<file path="src/rtl/qda_dac_pkg.sv">
// -----------------------------------------------------------------------------
// qda_dac_pkg
// Shared definitions for the QDA front-end DAC serial loader.
//   - qda_state_e        : frame state machine encoding
//   - DATA_WIDTH_DEFAULT : default frame width in bits
//   - CNT_WIDTH          : width of the period counters and period inputs
//   - idx_width()        : bit-index width for a given frame width (min 1)
//   - period_minus1()    : counter reload value for a period, treating 0 as 1
// -----------------------------------------------------------------------------
package qda_dac_pkg;

    localparam int DATA_WIDTH_DEFAULT = 16;
    localparam int CNT_WIDTH          = 16;

    typedef enum logic [1:0] {
        IDLE      = 2'd0,
        SCLK_LOW  = 2'd1,
        SCLK_HIGH = 2'd2,
        LATCH     = 2'd3
    } qda_state_e;

    function automatic int idx_width(input int dw);
        return (dw > 1) ? $clog2(dw) : 1;
    endfunction

    // A period of P cycles is counted as a reload of P-1 followed by a
    // terminal count at zero; a programmed 0 is treated the same as 1.
    function automatic logic [CNT_WIDTH-1:0] period_minus1(input logic [CNT_WIDTH-1:0] p);
        return (p == '0) ? '0 : p - 1'b1;
    endfunction

endpackage

</file>
<file path="src/rtl/qda_dac_control_if.sv">
// -----------------------------------------------------------------------------
// qda_dac_control_if
// Register-side controls and DAC-side pins of the serial loader.
//   LOAD_PERIOD  [15:0]  SCLK half-period in clk cycles (0 behaves as 1)
//   LATCH_PERIOD [15:0]  PCLK high time in clk cycles (0 behaves as 1)
//   UPDATE               start request, level-sampled while idle
//   REG_DATA     [DW-1:0] word to transmit
//   SIN                  serial data, MSB first
//   SCLK                 serial clock, DAC samples SIN on its rising edge
//   PCLK                 parallel-load strobe, active-high
// Modports: master = register/control side, slave = the loader.
// -----------------------------------------------------------------------------
interface qda_dac_control_if
    import qda_dac_pkg::*;
#(
    parameter int DATA_WIDTH = DATA_WIDTH_DEFAULT
) ();

    logic [CNT_WIDTH-1:0]  LOAD_PERIOD;
    logic [CNT_WIDTH-1:0]  LATCH_PERIOD;
    logic                  UPDATE;
    logic [DATA_WIDTH-1:0] REG_DATA;
    logic                  SIN;
    logic                  SCLK;
    logic                  PCLK;

    modport master (
        output LOAD_PERIOD, LATCH_PERIOD, UPDATE, REG_DATA,
        input  SIN, SCLK, PCLK
    );

    modport slave (
        input  LOAD_PERIOD, LATCH_PERIOD, UPDATE, REG_DATA,
        output SIN, SCLK, PCLK
    );

endinterface

</file>
<file path="src/rtl/qda_period_counter.sv">
// -----------------------------------------------------------------------------
// qda_period_counter
// Loadable 16-bit down-counter that stops at zero. Used to time both the SCLK
// half-periods and the PCLK strobe width.
//   clk            in   system clock
//   rst            in   synchronous active-high reset
//   i_load         in   load i_load_value this cycle (priority over counting)
//   i_load_value   in   reload value (period minus one)
//   o_tc           out  terminal count: counter is at zero
// -----------------------------------------------------------------------------
module qda_period_counter
    import qda_dac_pkg::*;
(
    input  logic                 clk,
    input  logic                 rst,
    input  logic                 i_load,
    input  logic [CNT_WIDTH-1:0] i_load_value,
    output logic                 o_tc
);

    logic [CNT_WIDTH-1:0] r_count;

    // NOTE: sequential state uses non-blocking assignments only, and the
    // reset is tested inside the clocked block so it is synchronous.
    always_ff @(posedge clk) begin
        if (rst) begin
            r_count <= '0;
        end else if (i_load) begin
            r_count <= i_load_value;
        end else if (r_count != '0) begin
            r_count <= r_count - 1'b1;
        end
    end

    assign o_tc = (r_count == '0);

endmodule

</file>
<file path="src/rtl/qda_dac_control.sv">
// -----------------------------------------------------------------------------
// qda_dac_control
// Serial loader for the QDA front-end DAC. An UPDATE seen while idle captures
// REG_DATA and both periods, shifts the word out MSB-first on SIN with a
// generated SCLK, then raises PCLK for the latch time.
//   clk   in   system clock, all logic on the rising edge
//   rst   in   synchronous active-high reset; aborts any frame in flight
//   bus   slave modport of qda_dac_control_if (controls in, DAC pins out)
// Frame length is 2*DATA_WIDTH*N + M cycles, with N/M the effective periods.
// -----------------------------------------------------------------------------
module qda_dac_control
    import qda_dac_pkg::*;
#(
    parameter int DATA_WIDTH = DATA_WIDTH_DEFAULT
) (
    input logic               clk,
    input logic               rst,
    qda_dac_control_if.slave  bus
);

    localparam int               IDX_W    = idx_width(DATA_WIDTH);
    localparam logic [IDX_W-1:0] LAST_IDX = IDX_W'(DATA_WIDTH - 1);

    qda_state_e            r_state;
    logic [DATA_WIDTH-1:0] r_shift;
    logic [IDX_W-1:0]      r_bit_idx;
    logic [CNT_WIDTH-1:0]  r_n_m1;      // shadowed SCLK half-period minus one
    logic [CNT_WIDTH-1:0]  r_m_m1;      // shadowed PCLK width minus one
    logic                  r_sin;
    logic                  r_sclk;
    logic                  r_pclk;

    logic                  w_tc;
    logic                  w_cnt_load;
    logic [CNT_WIDTH-1:0]  w_cnt_value;
    logic                  w_last_bit;
    logic [DATA_WIDTH-1:0] w_shift_next;

    // Counter reload: at frame start from the live input (the shadow is being
    // written on the same edge), at each SCLK phase end from the shadows.
    // NOTE: every signal driven here gets a default first so no latch forms.
    always_comb begin
        w_last_bit   = (r_bit_idx == LAST_IDX);
        w_shift_next = r_shift << 1;
        w_cnt_load   = 1'b0;
        w_cnt_value  = r_n_m1;
        case (r_state)
            IDLE: begin
                w_cnt_load  = bus.UPDATE;
                w_cnt_value = period_minus1(bus.LOAD_PERIOD);
            end
            SCLK_LOW: begin
                w_cnt_load = w_tc;
            end
            SCLK_HIGH: begin
                w_cnt_load = w_tc;
                if (w_last_bit) begin
                    w_cnt_value = r_m_m1;
                end
            end
            default: begin
                w_cnt_load = 1'b0;
            end
        endcase
    end

    qda_period_counter u_period_counter (
        .clk          (clk),
        .rst          (rst),
        .i_load       (w_cnt_load),
        .i_load_value (w_cnt_value),
        .o_tc         (w_tc)
    );

    always_ff @(posedge clk) begin
        if (rst) begin
            r_state   <= IDLE;
            r_shift   <= '0;
            r_bit_idx <= '0;
            r_n_m1    <= '0;
            r_m_m1    <= '0;
            r_sin     <= 1'b0;
            r_sclk    <= 1'b0;
            r_pclk    <= 1'b0;
        end else begin
            case (r_state)
                IDLE: begin
                    r_sclk <= 1'b0;
                    r_pclk <= 1'b0;
                    r_sin  <= 1'b0;
                    if (bus.UPDATE) begin
                        r_shift   <= bus.REG_DATA;
                        r_sin     <= bus.REG_DATA[DATA_WIDTH-1];
                        r_bit_idx <= '0;
                        r_n_m1    <= period_minus1(bus.LOAD_PERIOD);
                        r_m_m1    <= period_minus1(bus.LATCH_PERIOD);
                        r_state   <= SCLK_LOW;
                    end
                end
                SCLK_LOW: begin
                    if (w_tc) begin
                        r_sclk  <= 1'b1;
                        r_state <= SCLK_HIGH;
                    end
                end
                SCLK_HIGH: begin
                    if (w_tc) begin
                        r_sclk <= 1'b0;
                        if (w_last_bit) begin
                            // SIN keeps the LSB through the strobe.
                            r_pclk  <= 1'b1;
                            r_state <= LATCH;
                        end else begin
                            // SIN moves only with the SCLK falling edge.
                            r_shift   <= w_shift_next;
                            r_sin     <= w_shift_next[DATA_WIDTH-1];
                            r_bit_idx <= r_bit_idx + IDX_W'(1);
                            r_state   <= SCLK_LOW;
                        end
                    end
                end
                LATCH: begin
                    if (w_tc) begin
                        r_pclk  <= 1'b0;
                        r_sin   <= 1'b0;
                        r_state <= IDLE;
                    end
                end
                default: begin
                    r_state <= IDLE;
                end
            endcase
        end
    end

    assign bus.SIN  = r_sin;
    assign bus.SCLK = r_sclk;
    assign bus.PCLK = r_pclk;

endmodule

</file>
<file path="src/flat_wrapper.sv">
// flat-port wrapper written by rule: the top's interface ports become plain ports
module qda_dac_control_flat import qda_dac_pkg::*;
#(
    parameter int DATA_WIDTH = DATA_WIDTH_DEFAULT
)
  (clk, rst, bus_LOAD_PERIOD, bus_LATCH_PERIOD, bus_UPDATE, bus_REG_DATA, bus_SIN, bus_SCLK, bus_PCLK);
  qda_dac_control_if #(.DATA_WIDTH(DATA_WIDTH)) bus_i ();
  input logic clk;
  input logic rst;
  input wire logic [$bits(bus_i.LOAD_PERIOD)-1:0] bus_LOAD_PERIOD;
  input wire logic [$bits(bus_i.LATCH_PERIOD)-1:0] bus_LATCH_PERIOD;
  input wire logic [$bits(bus_i.UPDATE)-1:0] bus_UPDATE;
  input wire logic [$bits(bus_i.REG_DATA)-1:0] bus_REG_DATA;
  output wire logic [$bits(bus_i.SIN)-1:0] bus_SIN;
  output wire logic [$bits(bus_i.SCLK)-1:0] bus_SCLK;
  output wire logic [$bits(bus_i.PCLK)-1:0] bus_PCLK;
  assign bus_i.LOAD_PERIOD = bus_LOAD_PERIOD;
  assign bus_i.LATCH_PERIOD = bus_LATCH_PERIOD;
  assign bus_i.UPDATE = bus_UPDATE;
  assign bus_i.REG_DATA = bus_REG_DATA;
  assign bus_SIN = bus_i.SIN;
  assign bus_SCLK = bus_i.SCLK;
  assign bus_PCLK = bus_i.PCLK;
  qda_dac_control #(.DATA_WIDTH(DATA_WIDTH)) u_core (.clk(clk), .rst(rst), .bus(bus_i));
endmodule
</file>
<file path="config.mk">
export PLATFORM = sky130hd
export DESIGN_NAME = qda_dac_control_flat
export DESIGN_NICKNAME = d
export VERILOG_FILES = /design/src/rtl/qda_dac_pkg.sv /design/src/rtl/qda_dac_control_if.sv /design/src/rtl/qda_period_counter.sv /design/src/rtl/qda_dac_control.sv /design/src/flat_wrapper.sv
export SDC_FILE = /design/constraint.sdc
export NUM_CORES = 1
export LEC_CHECK = 0
export BUFFER_PORTS_ARGS = -buffer_cell sky130_fd_sc_hd__buf_2
export CAP_MARGIN = 15
export CORE_UTILIZATION = 55
export DETAILED_ROUTE_END_ITERATION = 6
export PLACE_DENSITY = 0.77
export SYNTH_ARGS = -nofsm -noshare
export SYNTH_HDL_FRONTEND = slang
export SYNTH_HIERARCHICAL = 1
export SYNTH_SLANG_ARGS = --single-unit
</file>
<file path="constraint.sdc">
create_clock -name clk -period 2.9 [get_ports clk]
set_input_delay 0.145 -clock clk [delete_from_list [all_inputs] [get_ports clk]]
set_output_delay 0.145 -clock clk [all_outputs]
set_load 0.005 [all_outputs]
</file>
==> flow_metrics.tcl <==
set metrics [dict create \
    outcome "finished clean" \
    synth_edf_count 0 \
    grt_overflow 0 \
    grt_max_degree 42 \
    first_pass_iters 7 \
    diodes 0 \
    synth.most_common_cell "dfxtp_1" \
    cts_tree "yes" \
    start_util_pct 57.4 \
    yosysTopAreaCell "dfxtp_1" \
    wl_um 9410 \
    core-area_um2 6870 \
    die_x_um 86.6 \
    synthToLayoutAreaGrowth_pct 15.0 \
    clockRootBuffer "clkbuf_8" \
    pin_count 54 \
    grt_pass1_vias 3350 \
    cts.sinks 72 \
    synth_cell_type_count 52 \
    wl_met2_um 4370 \
    synth_area_um2 3940 \
    r2r_cells 11 \
    htree_levels 3 \
    p_sw_mw 1.54 \
    finalWeightedCongestion 0.894 \
    instances_no_fill 635 \
    power_frac_clock_pct 20.4 \
    drive_above_1_share_pct 17.3 \
    finalHoldViolCount 0 \
    synth_ff_type "dfxtp_1" \
    dieArea_um2 7510 \
    gr-usage-all-layers_pct 27.3 \
    ir_worst_vdd_mv 0.357 \
    drc 0 \
    routed-wl-met3_um 482 \
    top_layer "met4" \
    hold_class "in -> reg" \
    grt_pass1_wl_um 15900 \
    min_from "bus_LATCH_PERIOD[0]" \
    pwr-share-comb_pct 41.5 \
    slew_headroom_pct 50.2 \
    report.final.setup_viol 0 \
    critPathMaxFanout 29 \
    r2r-end "u_core/r_shift[4]" \
    drt-met1-wl_um 4370 \
    die_h_um 86.6 \
    critPathKind "reg -> reg" \
    antenna_found_initial 0 \
    p_sw_share_pct 39.2 \
    period_share_pct 88.8 \
    nNetsFinal 594 \
    cts_inserted_buffers 9 \
    synth_area_per_cell_um2 8.19 \
    cap_violations 0 \
    ys_ff_latch 72 \
    skew_ns 0.00928 \
    rrSetupSlack_ns 0.33 \
    synth_commonest_cells "dfxtp_1 (72), nor2_1 (61), nand2_1 (49)" \
    pwr-share-seq_pct 38.1 \
    ant_nets 0 \
    grt_setup_unrepaired "no" \
    synthDominantCellAreaShare_pct 36.6 \
    post_drt_wl_per_cell_um 14.8 \
    slew_viol_final 0 \
    placementRows 30 \
    ys_top_cells_by_area "dfxtp_1 (37%), nor2_1 (5.8%), o21ai_0 (5.7%)" \
    yosysWarningCount 6 \
    synth_nets 541 \
    clock_latency_ns 0.35 \
    reg2reg_from "u_core/u_period_counter/r_count[0]" \
    holdPathEnd "u_core/r_m_m1[0]" \
    worst_setup_path_end_kind "register" \
    layout_min_cycle_time_ns 2.57 \
    tightest_slew_ns 0.747 \
    cp.required_ns 3.16 \
    fin_setup_tns_ns 0 \
    startpoint_type "register" \
    portBuffers 53 \
    hpwlAfterDp_um 6820 \
    holdPathStages 2 \
    holdBufCountCts 0 \
    drt_iter0_drc 381 \
    worstPathArrival_ns 2.83 \
    vias 3677 \
    total_leakage_power_nw 1.74 \
    synth_async_sr_flop_share_pct 0 \
    dp.cells 618 \
    p_per_area_nw_per_um2 868 \
    cts.clk_slew.worst_paths_ns 0.07 \
    clk_path_buf_depth 2 \
    via_per_inst 5.79 \
    ys_seq_area_share_pct 36.6 \
    synth_cells 481 \
    p_int_mw 2.39 \
    fmax_ghz 0.388 \
]
## stage by stage
step	total power [mW]	setup slack [ns]	utilization, %	instance area (um^2)	hold WS [ns]
detailed placement	3.08	0.313	62.8	4320	0.382
floorplan	2.66	0.544	-	3940	0.259
finish	3.93	0.325	66.0	4530	0.0178
global placement	3.03	0.404	62.8	4320	0.374
global route	4.23	0.0696	66.0	4530	0.0159
CTS	3.89	0.310	65.7	4520	0.00746
## cell type report
cell class                      instances  area (um^2)
Clock buffer                           14          163
Clock inverter                          2         37.5
Inverter                               14         52.6
Sequential cell                        72         1440
Fill cell                             572         2340
Timing Repair Buffer                   65          359
Tap cell                               96          120
Multi-Input combinational cell        372         2360
## placed cells by master, fill, tap and decap left out, drive strengths merged, types with 2 or more instances in the layout
master and instances:
nor3b 3, mux2i 21, a21oi 16, buf 65, inv 14, dfxtp 72
or3 6, a22oi 20, mux2 2, nor3 20, a21o 2, nand2 49
nand3 8, clkbuf 14, nand4b 4, nor4 8, ha 9, nor2b 4
xor2 14, nor4b 2, or4 3, nand4 7, xnor2 23, nand2b 2
nor4bb 2, a211oi 16, o21ai 55, o31a 3, nor2 62
## per-layer routing
metal	GRT usage (%)	up-vias
met2	42.9	110
met4	9.24	0
li1	-	1831
met1	37.2	1717
met5	0	-
met3	5.81	19
## cells by family after synthesis
kind of cell	count (synthesis)	synth area share [%]
AOI/OAI and AO/OA	122	19.3
muxes	23	5.91
and+or+nand+nor	181	23.3
buffers and inverters	37	3.84
DFF	72	36.6
xor gates and xnor gates	37	8.22
adders and majority gates	9	2.86
## repair_timing
item                                    in CTS  in global routing
endpoints found under the setup margin       0                 11
buffers inserted                             0                  0
resized for setup                            0                  2
## registers in the layout, indices dropped and copies added (netlist names)
name,cells
u_core/u_period_counter/r_count,16
u_core/bus.SCLK,1
u_core/r_shift,15
u_core/bus.SIN,1
u_core/r_bit_idx,4
u_core/r_m_m1,16
u_core/r_n_m1,16
u_core/r_state,2
u_core/bus.PCLK,1
## worst max-delay path, stage by stage, from the launching register on
cell,delay (ns)
dfxtp_1,0.35
inv_1,0.09
ha_1,0.22
nor2b_1,0.32
nand3_1,0.17
nor2_1,0.19
buf_4,0.18
a21oi_1,0.09
nor3_4,0.30
buf_6,0.27
nor2_1,0.07
a211oi_1,0.22
## worst max path at each step
stage	startpoint	to	cells after the start
floorplan	u_core/u_period_counter/r_count[0]	u_core/u_period_counter/r_count[1]	11
global placement	bus_LOAD_PERIOD[0]	u_core/u_period_counter/r_count[14]	11
detailed placement	u_core/u_period_counter/r_count[0]	u_core/r_shift[4]	11
CTS	u_core/u_period_counter/r_count[0]	u_core/u_period_counter/r_count[15]	10
global route	u_core/u_period_counter/r_count[0]	u_core/r_shift[9]	11
finish	u_core/u_period_counter/r_count[0]	u_core/r_shift[4]	11
## power groups by stage
stage	Combinational (mW)	Clock [mW]	Sequential, mW
3_5_place_dp	1.57	0	1.51
6_report	1.63	0.801	1.50
5_1_grt	1.83	0.865	1.53
3_3_place_gp	1.53	0	1.50
2_1_floorplan	1.21	0	1.45
4_1_cts	1.59	0.813	1.49
(Power assumes the default switching activity.)
